**src/rtl/tm_lif_core.sv**
```systemverilog
// Time-multiplexed leaky integrate-and-fire core: one neuron is updated per accepted input.
// Optional refractory counters are built when TM_LIF_REFRACTORY_EN is defined.
module tm_lif_core #(
    parameter int N_NEURONS  = 8,
    parameter int W          = 8,
    parameter int LEAK_SHIFT = 1,
    parameter int THRESH_RST = 127,
    parameter int REFRAC_CYC = 2
) (
    input  logic                         clk,
    input  logic                         rst_n,
    input  logic                         in_valid,
    output logic                         in_ready,
    input  logic [W-1:0]                 in_current,
    input  logic                         cfg_we,
    input  logic [$clog2(N_NEURONS)-1:0] cfg_addr,
    input  logic [W-1:0]                 cfg_thresh,
    output logic                         spike_valid,
    output logic                         spike,
    output logic [$clog2(N_NEURONS)-1:0] spike_id,
    output logic [W-1:0]                 state_out,
    output logic [N_NEURONS-1:0]         spike_vec,
    output logic                         frame_done
);

    localparam int AW = $clog2(N_NEURONS);
    localparam logic [W-1:0]  THRESH_INIT = W'(THRESH_RST);
    localparam logic [AW-1:0] LAST_IDX    = AW'(N_NEURONS - 1);

    if (N_NEURONS < 2 || N_NEURONS > 64 || (1 << AW) != N_NEURONS) begin : g_bad_n
        $error("tm_lif_core: N_NEURONS must be a power of two in 2..64");
    end
    if (LEAK_SHIFT < 0 || LEAK_SHIFT >= W) begin : g_bad_leak
        $error("tm_lif_core: LEAK_SHIFT must be in 0..W-1");
    end
    if (REFRAC_CYC < 1 || REFRAC_CYC > 15) begin : g_bad_refrac
        $error("tm_lif_core: REFRAC_CYC must be in 1..15");
    end

    logic [AW-1:0]                ptr_q, ptr_d;
    logic [N_NEURONS-1:0][W-1:0]  state_q, state_d;
    logic [N_NEURONS-1:0][W-1:0]  thresh_q, thresh_d;
    logic [N_NEURONS-1:0]         flags_q, flags_d;
    logic [N_NEURONS-1:0]         spike_vec_q, spike_vec_d;
    logic                         spike_valid_q, spike_valid_d;
    logic                         spike_q, spike_d;
    logic [AW-1:0]                spike_id_q, spike_id_d;
    logic [W-1:0]                 state_out_q, state_out_d;
    logic                         frame_done_q, frame_done_d;

    logic                         accept_s;
    logic [W:0]                   sum_s;
    logic [W-1:0]                 next_sat_s;
    logic                         fire_s;
    logic [W-1:0]                 new_state_s;
    logic [N_NEURONS-1:0]         frame_s;
    logic                         in_refrac_s;

    assign in_ready = ~cfg_we;
    assign accept_s = in_valid & ~cfg_we;

`ifdef TM_LIF_REFRACTORY_EN
    logic [N_NEURONS-1:0][3:0]    refrac_q, refrac_d;

    assign in_refrac_s = (refrac_q[ptr_q] != 4'd0);

    // Refractory counters: load on fire, count down on each visit while nonzero.
    always_comb begin
        refrac_d = refrac_q;
        if (accept_s && in_refrac_s) begin
            refrac_d[ptr_q] = refrac_q[ptr_q] - 4'd1;
        end else if (accept_s && fire_s) begin
            refrac_d[ptr_q] = 4'(REFRAC_CYC);
        end else begin
            refrac_d = refrac_q;
        end
    end

    // Refractory counter register.
    always_ff @(posedge clk) begin
        if (!rst_n) begin
            refrac_q <= '0;
        end else begin
            refrac_q <= refrac_d;
        end
    end
`else
    assign in_refrac_s = 1'b0;
`endif

    // Membrane update for the neuron at ptr: leak, integrate, saturate, threshold.
    always_comb begin
        sum_s      = {1'b0, in_current} + ({1'b0, state_q[ptr_q]} >> LEAK_SHIFT);
        next_sat_s = sum_s[W] ? {W{1'b1}} : sum_s[W-1:0];
        if (in_refrac_s) begin
            fire_s      = 1'b0;
            new_state_s = {W{1'b0}};
        end else if (next_sat_s >= thresh_q[ptr_q]) begin
            fire_s      = 1'b1;
            new_state_s = {W{1'b0}};
        end else begin
            fire_s      = 1'b0;
            new_state_s = next_sat_s;
        end
        frame_s        = flags_q;
        frame_s[ptr_q] = fire_s;
    end

    // Next-state for pointer, neuron arrays, frame bookkeeping and result outputs.
    always_comb begin
        ptr_d         = ptr_q;
        state_d       = state_q;
        thresh_d      = thresh_q;
        flags_d       = flags_q;
        spike_vec_d   = spike_vec_q;
        spike_valid_d = 1'b0;
        spike_d       = spike_q;
        spike_id_d    = spike_id_q;
        state_out_d   = state_out_q;
        frame_done_d  = 1'b0;

        if (accept_s) begin
            ptr_d          = ptr_q + AW'(1);
            state_d[ptr_q] = new_state_s;
            spike_valid_d  = 1'b1;
            spike_d        = fire_s;
            spike_id_d     = ptr_q;
            state_out_d    = new_state_s;
            if (ptr_q == LAST_IDX) begin
                spike_vec_d  = frame_s;
                flags_d      = '0;
                frame_done_d = 1'b1;
            end else begin
                flags_d = frame_s;
            end
        end else begin
            ptr_d = ptr_q;
        end

        // Accepts and threshold writes are mutually exclusive because in_ready = !cfg_we.
        if (cfg_we) begin
            thresh_d[cfg_addr] = cfg_thresh;
        end else begin
            thresh_d = thresh_q;
        end
    end

    // Core state and output registers.
    always_ff @(posedge clk) begin
        if (!rst_n) begin
            ptr_q         <= '0;
            state_q       <= '0;
            thresh_q      <= {N_NEURONS{THRESH_INIT}};
            flags_q       <= '0;
            spike_vec_q   <= '0;
            spike_valid_q <= 1'b0;
            spike_q       <= 1'b0;
            spike_id_q    <= '0;
            state_out_q   <= '0;
            frame_done_q  <= 1'b0;
        end else begin
            ptr_q         <= ptr_d;
            state_q       <= state_d;
            thresh_q      <= thresh_d;
            flags_q       <= flags_d;
            spike_vec_q   <= spike_vec_d;
            spike_valid_q <= spike_valid_d;
            spike_q       <= spike_d;
            spike_id_q    <= spike_id_d;
            state_out_q   <= state_out_d;
            frame_done_q  <= frame_done_d;
        end
    end

    assign spike_valid = spike_valid_q;
    assign spike       = spike_q;
    assign spike_id    = spike_id_q;
    assign state_out   = state_out_q;
    assign spike_vec   = spike_vec_q;
    assign frame_done  = frame_done_q;

endmodule

```
**config.mk**
```make
export PLATFORM = sky130hd
export DESIGN_NAME = tm_lif_core
export DESIGN_NICKNAME = d
export VERILOG_FILES = /design/src/rtl/tm_lif_core.sv
export SDC_FILE = /design/constraint.sdc
export NUM_CORES = 1
export LEC_CHECK = 0
export BUFFER_PORTS_ARGS = -buffer_cell sky130_fd_sc_hd__buf_2
export CAP_MARGIN = 15
export CORE_UTILIZATION = 60
export DETAILED_ROUTE_END_ITERATION = 10
export PLACE_DENSITY = 0.9
export RECOVER_POWER = 100
export SETUP_SLACK_MARGIN = 0.2
export SLEW_MARGIN = 10
export SYNTH_ARGS = -nofsm -noshare
export SYNTH_HDL_FRONTEND = slang
export SYNTH_SLANG_ARGS = --single-unit
export TNS_END_PERCENT = 50
```
**constraint.sdc**
```tcl
create_clock -name clk -period 6 [get_ports clk]
set_input_delay 0.9 -clock clk [delete_from_list [all_inputs] [get_ports clk]]
set_output_delay 0.9 -clock clk [all_outputs]
set_load 0.01 [all_outputs]
```
==> reports/results.tsv <==
stage	metric	value	unit
status	status	complete, but fails checks	
status	violations	design-rule violations, max-capacitance violations, max-slew violations	
worst_setup_path	cp_num_buf_inv	3	
grt	grt_antenna_before_repair	0	
cts	numCtsBuffers	17	
final_layout	area_growth	9.88	%
cts	clockBufferDepth	2	
cts	cts_tree	yes	
floorplan	die_area	12400	um2
cts	h-tree-depth	4	
synth	yosysSeqAreaShare	42.6	%
routing	first_iter_violations	647	
final_layout	final_cell_mix	nand2_1, dfxtp_1, o21ai_0	
worst_setup_path	arrival	5.80	ns
synth	synthMuxAreaShare	5.20	%
worst_setup_path	required	6.37	ns
final_layout	drive_above_1_share	11.4	%
worst_setup_path	timing.rr.start	ptr_q[1]	
floorplan	initial_core_util	62.2	%
timing	finClkSkew	0.00875	ns
worst_setup_path	worstPathCellList	buf_4 -> nor2_1 -> a22o_1 -> a221oi_1 -> o21ai_0 -> ha_1 -> fa_1 -> a21o_1 -> a21oi_1 -> o22ai_4 -> nor2_4 -> inv_1 -> ha_1 -> a211o_1 -> a211oi_1 -> o21ai_0 -> clkbuf_1 -> nor3_1 -> a22o_1	
routing	post-route-drc-count	6	
timing	min_period	5.43	ns
cts	clockRootBuffer	clkbuf_16	
flow_run	maxCapViolCount	1	
synth	synth-simple-area-share	24.5	%
timing	max_freq	184	MHz
timing	slew_viol_final	92	
synth	syn-mean-instance-area	8.48	um2
synth	yosysWarnings	0	
synth	synth.cell_area	7190	um2
worst_setup_path	cp-end-kind	flop	
synth	ys_seq_elements	153	
cts	cts_hold_buf	0	
timing	slew-limit-headroom	-140	%
timing	period_share	90.4	%
cts	clk_latency	0.44	ns
synth	synth_top_family_by_area	simple AND/OR/NAND/NOR gates	
worst_setup_path	cpPeakStageDelay	0.41	ns
timing	setup_tns	0	ns
worst_setup_path	rrSetupSlack	0.57	ns
floorplan	row_count	39	
pwr	power_leakage	0.00316	uW
synth	syn-num-nets	889	
placement	place_hpwl	13100	um
worst_setup_path	r2r-end	state_q[52]	
grt	grt-ovfl-total	0	
synth	synthFlopType	dfxtp_1	
worst_setup_path	path_class	flop to flop	
routing	vias_per_cell	6.32	
synth	yosys.area_share.adder	3.24	%
pwr	vdd_ir_drop_max	0.216	mV
timing	finalHoldViolCount	0	
grt	grt_pass1_wl	31500	um
timing	rsz0062_at_grt	false	
routing	via_count	6514	
cts	path_clk_slew	0.06	ns
cts	cts-resized-gates	0	
min_path	worst_hold_path.num_cells	2	
timing	tightest_slew	3.59	ns
synth	synth-edff-count	0	
synth	synthCells	848	
min_path	hold_end	spike_vec[4]	
synth	synth-compound-area-share	20.1	%
floorplan	die_w	111	um
grt	grt_start_max_net_pins	92	
final_layout	stdcell_area	7900	um2
routing	wl_per_cell	19.0	um
timing	setup_violations	0	
floorplan	num_io_pins	46	
synth	synth_xor_area_share	0.365	%
final_layout	final_common_cell	nand2_1	
synth	ys_types	65	
grt	grt_pass1_vias	6123	
min_path	hold_class	flop to flop	
worst_setup_path	cp_max_fo	20	
worst_setup_path	reg2reg_depth	19	
routing	first_pass_iters	8	
worst_setup_path	path_delay_family	compound AO/OA/AOI/OAI gates	
cts	cts.sinks	153	
routing	ant_nets	0	
worst_setup_path	crit_slowest_cell	fa_1	
floorplan	dieHeight	111	um
pwr	power_density	315	nW/um2
routing	postRouteWirelength	19600	um
final_layout	nets	915	
synth	synthArstFlopShare	0	%
worst_setup_path	start_kind	flop	
final_layout	antennaDiodeCount	0	
placement	port_buffers	45	
cts	cts_setup_buffers	0	
grt	gr-usage-all-layers	32.5	%
placement	place.gp.congestion	0.885	
floorplan	core-area	11600	um2
placement	placed_area	7430	um2
min_path	hold_start	spike_vec[4]	
## state kept, by name (all words and copies together) (netlist names)
register and count:
spike 1, spike_valid 1, flags_q 8, spike_id 3, spike_vec 8, thresh_q 64
state_q 56, frame_done 1, ptr_q 3, state_out 8
## cells in the mapped netlist (3+ instances only)
master | n | area (um2)
buf_1 | 10 | 37.5
a31oi_1 | 3 | 18.8
and2_1 | 8 | 50.1
a32oi_1 | 8 | 70.1
nor3b_1 | 3 | 22.5
o221ai_1 | 5 | 43.8
nand4_1 | 3 | 18.8
o22ai_1 | 3 | 18.8
a22oi_1 | 7 | 52.6
o21ai_1 | 17 | 85.1
a31oi_4 | 3 | 63.8
o21ai_0 | 39 | 195
xor2_1 | 3 | 26.3
nand3_1 | 63 | 315
o21ai_2 | 19 | 166
a21boi_0 | 13 | 97.6
mux2i_1 | 25 | 250
nor2_4 | 4 | 45.0
a21oi_1 | 21 | 105
clkbuf_1 | 17 | 63.8
nor3_1 | 4 | 20.0
a221oi_1 | 7 | 61.3
dfxtp_1 | 153 | 3060
nor2_1 | 38 | 143
nand2_4 | 6 | 67.6
buf_6 | 3 | 33.8
ha_1 | 17 | 213
nand2b_1 | 6 | 37.5
a21boi_1 | 10 | 75.1
inv_1 | 9 | 33.8
mux2_2 | 9 | 101
nor2b_1 | 13 | 81.3
buf_2 | 16 | 80.1
nand2_1 | 221 | 830
a22o_1 | 20 | 175
## metal layers
| metal | global-route usage [%] | wire (um) | share of wire [%] |
|---|---|---|---|
| met3 | 6.70 | 1680 | 8.6 |
| met4 | 18.9 | 831 | 4.2 |
| met1 | 39.2 | 7730 | 39 |
| met2 | 53.9 | 9340 | 48 |
| met5 | 0 | 0 | 0 |
## worst register-to-register path: stages, from the launching register on
cell	delay [ns]
dfxtp_2	0.37
buf_4	0.29
nor2_1	0.24
a22o_1	0.29
a221oi_1	0.20
o21ai_0	0.17
ha_1	0.25
fa_1	0.41
a21o_1	0.19
a21oi_1	0.32
o22ai_4	0.23
nor2_4	0.35
inv_1	0.09
ha_1	0.31
a211o_1	0.32
a211oi_1	0.27
o21ai_0	0.14
clkbuf_1	0.32
nor3_1	0.38
a22o_1	0.22
## cell type report
class                      count  area [um2]
multi-input combinational    636        3730
fill                         934        3660
sequential                   153        3070
clock buffer                  21         470
timing repair buffer          57         279
tap                          143         179
clock inverter                11         144
inverter                       9        33.8
## kinds of logic after synthesis
kind of cell / after synthesis
multiplexers: 35
buffers and inverters: 59
AND/OR/NAND/NOR: 383
XOR/XNOR: 3
adder cells (fa/ha/maj): 18
flip-flops: 153
AO/OA/AOI/OAI: 197
## per-stage QoR
| step | util, % | hold slack [ns] | power (uW) | worst slack (ns) | std cells |
|---|---|---|---|---|---|
| after floorplan | - | 0.420 | 1310 | 1.54 | 848 |
| after global placement | 64.3 | 0.431 | 1390 | 1.05 | 998 |
| after detailed placement | 64.3 | 0.437 | 1400 | 0.826 | 998 |
| after CTS | 69.6 | 0.447 | 2500 | 0.746 | 1030 |
| after global routing | 68.3 | 0.472 | 2570 | 0.198 | 1030 |
| final | 68.3 | 0.449 | 2490 | 0.573 | 1030 |
## power by group
part	internal [uW]	switching, uW
clock	685	432
combinational	103	211
sequential	1040	18.3
total	1830	661
## worst max-delay path by stage
stage	slack, ns	to	start	cells after the start
2_1_floorplan	1.54	flags_q[6]	ptr_q[2]	20
3_3_place_gp	1.05	state_q[61]	ptr_q[2]	18
3_5_place_dp	0.83	spike_vec[5]	ptr_q[2]	18
4_1_cts	0.75	state_q[58]	ptr_q[2]	18
5_1_grt	0.20	state_q[46]	ptr_q[1]	19
6_report	0.57	state_q[52]	ptr_q[1]	19
No activity file was read; power rests on OpenSTA's default activity.
